### config.mk
export PLATFORM = sky130hd
export DESIGN_NAME = hypot_seq
export DESIGN_NICKNAME = d
export VERILOG_FILES = /design/src/rtl/hypot_pkg.sv /design/src/rtl/hypot_seq_isqrt.sv /design/src/rtl/hypot_seq.sv
export SDC_FILE = /design/constraint.sdc
export NUM_CORES = 1
export LEC_CHECK = 0
export CAP_MARGIN = 0
export CORE_UTILIZATION = 50
export DETAILED_ROUTE_END_ITERATION = 10
export HOLD_SLACK_MARGIN = 0.15
export PLACE_DENSITY = 0.78
export SLEW_MARGIN = 20
export SYNTH_ARGS = -nofsm -noshare
export SYNTH_HDL_FRONTEND = slang
export SYNTH_SLANG_ARGS = --single-unit
### constraint.sdc
create_clock -name clk -period 5 [get_ports clk]
set_clock_uncertainty 0.1 [all_clocks]
set_input_delay 0.5 -clock clk [delete_from_list [all_inputs] [get_ports clk]]
set_output_delay 0.5 -clock clk [all_outputs]
set_load 0.02 [all_outputs]
### src/rtl/hypot_pkg.sv
// Shared FSM encoding and width helpers for the sequential hypotenuse unit.
// Pure declarations, no logic.
package hypot_pkg;

    typedef enum logic [1:0] {
        IDLE,
        MUL,
        SQRT,
        DONE
    } state_t;

    function automatic int sum_w(input int w);
        return 2 * w + 1;
    endfunction

    function automatic int root_w(input int w);
        return w + 1;
    endfunction

    function automatic int cnt_w(input int w);
        return $clog2(w + 2);
    endfunction

endpackage

### src/rtl/hypot_seq_isqrt.sv
// Restoring bit-pair integer square root, two radicand bits per cycle, MSB first.
// Latency: ROOT_W cycles after start; root/rem are valid combinationally while done is high.
// No backpressure: a start while active restarts the computation.
module seq_isqrt
    import hypot_pkg::*;
#(
    parameter int ROOT_W = 9
) (
    input  logic                  clk,
    input  logic                  rst,
    input  logic                  start,
    input  logic [2*ROOT_W-1:0]   radicand,
    output logic                  done,
    output logic [ROOT_W-1:0]     root,
    output logic [ROOT_W:0]       rem
);

    localparam int RAD_W = 2 * ROOT_W;
    localparam int REM_W = ROOT_W + 1;
    localparam int TRY_W = REM_W + 2;
    localparam int CNT_W = cnt_w(ROOT_W - 1);

    logic [RAD_W-1:0]  rad_q;
    logic [ROOT_W-1:0] root_q;
    logic [REM_W-1:0]  rem_q;
    logic [CNT_W-1:0]  cnt_q;
    logic              active;

    logic [TRY_W-1:0]  cur;
    logic [TRY_W-1:0]  trial;
    logic [REM_W-1:0]  diff;

    // Bring down the next bit pair and try subtracting 4*root+1.
    assign cur   = {rem_q, rad_q[RAD_W-1 -: 2]};
    assign trial = {1'b0, root_q, 2'b01};
    // The true difference always fits the remainder width, so modular low bits suffice.
    assign diff  = cur[REM_W-1:0] - trial[REM_W-1:0];

    always_comb begin
        rem  = cur[REM_W-1:0];
        root = {root_q[ROOT_W-2:0], 1'b0};
        if (cur >= trial) begin
            rem  = diff;
            root = {root_q[ROOT_W-2:0], 1'b1};
        end
    end

    assign done = active && (cnt_q == CNT_W'(ROOT_W - 1));

    always_ff @(posedge clk or posedge rst) begin
        if (rst) begin
            rad_q  <= '0;
            root_q <= '0;
            rem_q  <= '0;
            cnt_q  <= '0;
            active <= 1'b0;
        end else if (start) begin
            rad_q  <= radicand;
            root_q <= '0;
            rem_q  <= '0;
            cnt_q  <= '0;
            active <= 1'b1;
        end else if (active) begin
            rad_q  <= rad_q << 2;
            root_q <= root;
            rem_q  <= rem;
            cnt_q  <= done ? '0 : cnt_q + CNT_W'(1);
            active <= !done;
        end
    end

endmodule

### src/rtl/hypot_seq.sv
// y = floor(sqrt(a*a + b*b)), or round-to-nearest when HYPOT_ROUND_EN is defined.
// Latency: start accepted at edge 0, ready pulses in the cycle after edge 2*WIDTH+1.
// No backpressure: start is only sampled in IDLE, never queued; busy flags the unit as occupied.
module hypot_seq
    import hypot_pkg::*;
#(
    parameter int WIDTH = 8
) (
    input  logic             clk,
    input  logic             rst,
    input  logic             start,
    input  logic [WIDTH-1:0] a,
    input  logic [WIDTH-1:0] b,
    output logic             busy,
    output logic             ready,
    output logic [WIDTH:0]   y
);

    localparam int SQ_W   = 2 * WIDTH;
    localparam int SUM_W  = sum_w(WIDTH);
    localparam int ROOT_W = root_w(WIDTH);
    localparam int CNT_W  = cnt_w(WIDTH);
`ifdef HYPOT_ROUND_EN
    localparam bit ROUND_EN = 1'b1;
`else
    localparam bit ROUND_EN = 1'b0;
`endif

    state_t            state;
    state_t            state_nxt;
    logic [WIDTH-1:0]  ra;
    logic [WIDTH-1:0]  rb;
    logic [SQ_W-1:0]   acc_a;
    logic [SQ_W-1:0]   acc_b;
    logic [SQ_W-1:0]   acc_a_nxt;
    logic [SQ_W-1:0]   acc_b_nxt;
    logic [CNT_W-1:0]  cnt;
    logic              mul_last;
    logic              bit_a;
    logic              bit_b;
    logic [SUM_W-1:0]  sum;
    logic              sq_start;
    logic              sq_done;
    logic [ROOT_W-1:0] sq_root;
    logic [ROOT_W:0]   sq_rem;
    logic [ROOT_W-1:0] y_nxt;

    assign mul_last = (cnt == CNT_W'(WIDTH - 1));
    assign bit_a    = |(ra & (WIDTH'(1) << cnt));
    assign bit_b    = |(rb & (WIDTH'(1) << cnt));

    // Both squares accumulate in parallel, one multiplier bit per cycle.
    always_comb begin
        acc_a_nxt = acc_a;
        acc_b_nxt = acc_b;
        if (bit_a) acc_a_nxt = acc_a + (SQ_W'(ra) << cnt);
        if (bit_b) acc_b_nxt = acc_b + (SQ_W'(rb) << cnt);
    end

    // The sum is formed from the final partial products and handed straight to the root stage.
    assign sum      = SUM_W'(acc_a_nxt) + SUM_W'(acc_b_nxt);
    assign sq_start = (state == MUL) && mul_last;

    seq_isqrt #(
        .ROOT_W (ROOT_W)
    ) u_isqrt (
        .clk      (clk),
        .rst      (rst),
        .start    (sq_start),
        .radicand ({1'b0, sum}),
        .done     (sq_done),
        .root     (sq_root),
        .rem      (sq_rem)
    );

    // rem > root means s is closer to (root+1)^2; ties are impossible for integer s.
    assign y_nxt = sq_root + ROOT_W'(ROUND_EN && (sq_rem > {1'b0, sq_root}));

    always_ff @(posedge clk or posedge rst) begin
        if (rst) state <= IDLE;
        else     state <= state_nxt;
    end

    always_comb begin
        state_nxt = state;
        case (state)
            IDLE:    if (start) state_nxt = MUL;
            MUL:     if (mul_last) state_nxt = SQRT;
            SQRT:    if (sq_done) state_nxt = DONE;
            DONE:    state_nxt = IDLE;
            default: state_nxt = IDLE;
        endcase
    end

    assign busy  = (state == MUL) || (state == SQRT);
    assign ready = (state == DONE);

    always_ff @(posedge clk or posedge rst) begin
        if (rst) begin
            ra    <= '0;
            rb    <= '0;
            acc_a <= '0;
            acc_b <= '0;
            cnt   <= '0;
            y     <= '0;
        end else begin
            case (state)
                IDLE: begin
                    if (start) begin
                        ra    <= a;
                        rb    <= b;
                        acc_a <= '0;
                        acc_b <= '0;
                        cnt   <= '0;
                    end
                end
                MUL: begin
                    acc_a <= acc_a_nxt;
                    acc_b <= acc_b_nxt;
                    cnt   <= mul_last ? '0 : cnt + CNT_W'(1);
                end
                SQRT: begin
                    if (sq_done) y <= y_nxt;
                end
                default: ;
            endcase
        end
    end

endmodule

==> impl_metrics.json <==
{
  "cp_common_cell": "ha_1",
  "clockBufferDepth": 2,
  "fin_area_um2": 9340,
  "hold_viol": 0,
  "die_h_um": 132,
  "crit_buf_inv": 1,
  "synth_edf_count": 0,
  "diodes": 0,
  "worstSetupPathType": "reg2reg",
  "grt_usage": 0.247,
  "clkSlewWorstSetupHoldPaths_ns": 0.08,
  "dieArea_um2": 17500,
  "wire_per_inst_um": 17.2,
  "fin_crit_sh": 0.936,
  "fin_hold_ws_ns": 0.383,
  "grt_start_max_net_pins": 80,
  "multi_input_area_um2": 5550,
  "avgSynthCellArea_um2": 8.88,
  "cts_root_buffer": "clkbuf_16",
  "routed_wirelength_um": 20500,
  "drtIter0Drc": 500,
  "place_hpwl_um": 15300,
  "min_path_type": "reg2reg",
  "drc": 0,
  "synth-seq-cells": 105,
  "grt_overflow": 0,
  "start_util": 0.511,
  "slew_headroom": 0.286,
  "drv_cap": 0,
  "worstMarginPinSlew_ns": 1.07,
  "cp_top_family": "simple AND/OR/NAND/NOR gates",
  "synthArstFlopShare": 1.00,
  "ys_warn_count": 0,
  "critPathRequiredTime_ns": 5.14,
  "grt_first_pass_wirelength_um": 34500,
  "die_width_um": 132,
  "seq_area_um2": 2630,
  "ios": 30,
  "ys_seq_area_frac": 0.310,
  "max_clock_freq_mhz": 214,
  "vias": 7144,
  "endpoint_kind": "flop",
  "slowest_delay_ns": 0.56,
  "syn-cell-area_um2": 8480,
  "portBuffers": 29,
  "htree_levels": 3,
  "final_common_cell": "nand2_1",
  "fillers": 1528,
  "yosysTopAreaCell": "dfrtp_1",
  "clkLatencyLatePin_ns": 0.36,
  "viasPerCell": 6.00,
  "place.gp.congestion": 0.954,
  "cpMaxStageDelayCell": "dfrtp_1",
  "cts_tree": "built",
  "cts.sinks": 105,
  "cp.arrival_ns": 4.82,
  "setup_viol_count_final": 0,
  "power_density_nw_per_um2": 754,
  "row_count": 47,
  "areaGrowthSynthToFinish_pct": 10.2,
  "syn_nets": 1046,
  "placed_cell_area_um2": 8980,
  "mostFrequentLayoutCells": "120 x nand2_1, 103 x dfrtp_1, 81 x o21ai_0",
  "slew_violations": 0,
  "synthCells": 955,
  "antenna_found_initial": 0,
  "peakVddDrop_v": 0.000480,
  "ant_nets": 0,
  "nets": 1056,
  "start_kind": "flop",
  "yosysTopAreaCellShare": 0.310,
  "yosysUniqueCellTypes": 75,
  "drt_pass1_iterations": 7,
  "outcome": "finished clean",
  "coreArea_um2": 16600,
  "crit_path_max_fanout": 13,
  "p_leak_nw": 4.17,
  "numCtsBuffers": 9,
  "path_cells": "or2_2 > or3_1 > inv_1 > ha_1 > a211oi_1 > o21ai_1 > a41oi_1 > xnor2_1 > mux2_2 > ha_1 > a21oi_1 > or3b_2 > mux2i_1 > o31ai_1",
  "grt_pass1_vias": 6806,
  "drive_above_1_share": 0.116,
  "synth_area_leaders": "dfrtp_1 31%, ha_1 10%, mux2_2 6.6%, nand2_1 5.3%, mux2i_1 5.0%",
  "fin_crit_ns": 4.68,
  "dominantRegCellSynth": "dfrtp_1"
}
[cell type report]
cell class | instances | area share
Clock buffer | 9 | 0.0241
Clock inverter | 7 | 0.00831
Inverter | 35 | 0.0143
Multi-Input combinational cell | 766 | 0.594
Sequential cell | 105 | 0.282
Tap cell | 220 | 0.0295
Timing Repair Buffer | 48 | 0.0477
[worst paths after layout]
check / start / endpoint / slack, ns / cells after the start
max reg2reg: cnt[2] / u_isqrt.rad_q[14] / 0.32 / 14
min: y[8] / y[8] / 0.38 / 2
min in group asynchronous: rst / u_isqrt.active / 0.61 / 2
max in group asynchronous: rst / acc_b[3] / 3.25 / 3
max: cnt[2] / u_isqrt.rad_q[14] / 0.32 / 14
min reg2reg: y[8] / y[8] / 0.38 / 2
[Yosys cell counts (4+ instances only)]
| cell type | count |
|---|---|
| o21bai_1 | 11 |
| and3_1 | 5 |
| a31oi_1 | 9 |
| o21ai_0 | 83 |
| or3_1 | 5 |
| buf_1 | 10 |
| a21oi_1 | 56 |
| a21o_1 | 17 |
| nand2b_1 | 6 |
| o31ai_1 | 4 |
| clkbuf_1 | 24 |
| xnor2_1 | 24 |
| ha_1 | 69 |
| nor2b_1 | 19 |
| nor2_1 | 53 |
| mux2i_1 | 42 |
| inv_1 | 34 |
| nand4_1 | 12 |
| a22o_1 | 24 |
| xor2_1 | 16 |
| o21a_1 | 5 |
| mux2_2 | 50 |
| nor3b_1 | 6 |
| buf_2 | 12 |
| mux4_2 | 4 |
| nand3_1 | 11 |
| a222oi_1 | 4 |
| nand2_1 | 120 |
| nor3_1 | 11 |
| a211o_1 | 4 |
| nor4_1 | 5 |
| dfrtp_1 | 105 |
| o22ai_1 | 9 |
| and2_1 | 7 |
| o211ai_1 | 10 |
| a211oi_1 | 13 |
[through the flow]
step / cells / power (mW) / setup TNS, ns / worst slack (ns) / util
2_1_floorplan: 955 / 5.08 / 0 / 0.356 / -
3_3_place_gp: 1172 / 6.09 / 0 / 0.328 / 0.542
3_5_place_dp: 1172 / 6.18 / 0 / 0.276 / 0.542
4_1_cts: 1188 / 6.95 / 0 / 0.250 / 0.560
5_1_grt: 1190 / 7.69 / -0.0122 / -0.0122 / 0.563
6_report: 1190 / 7.04 / 0 / 0.322 / 0.563
[tightest hold or removal path: stages (launching register included)]
cell and delay [ns]:
dfrtp_1 0.34, nand2_1 0.05, o21ai_0 0.06
[timing repair]
action                                  in CTS  in global routing
endpoints found under the setup margin       0                  7
gates resized for setup                      0                 10
buffers inserted                             0                  2
hold buffers                                 0                  0
hold endpoints to repair                     0                  0
[routing by layer]
metal	wire length, um	track usage
met3	830	0.0377
met1	9240	0.325
met4	688	0.106
met5	0	0
met2	9710	0.403
[power breakdown]
part | total, mW | internal, mW | switching (mW)
sequential | 1.43 | 1.12 | 0.309
combinational | 4.88 | 2.08 | 2.80
clock | 0.730 | 0.354 | 0.376
total | 7.04 | 3.56 | 3.48
[state kept, by name (all words and copies together), names as in the netlist, 2 cells and up]
register and count:
ra 8, rb 8, acc_b 16, cnt 4, state 2, y 9
u_isqrt.rem_q 10, u_isqrt.rad_q 18, u_isqrt.cnt_q 4, u_isqrt.root_q 9, acc_a 16
[kinds of logic (layout without fill, tap and decap cells)]
| logic type | after synthesis | in the layout | synth area share |
|---|---|---|---|
| buf+inv | 84 | 99 | 0.0397 |
| fa+ha+maj | 72 | 72 | 0.109 |
| compound gates | 284 | 284 | 0.222 |
| xor+xnor | 40 | 40 | 0.0413 |
| simple gates | 274 | 274 | 0.151 |
| flops | 105 | 105 | 0.310 |
| mux | 96 | 96 | 0.127 |
Power figures use the tool's default switching activity.
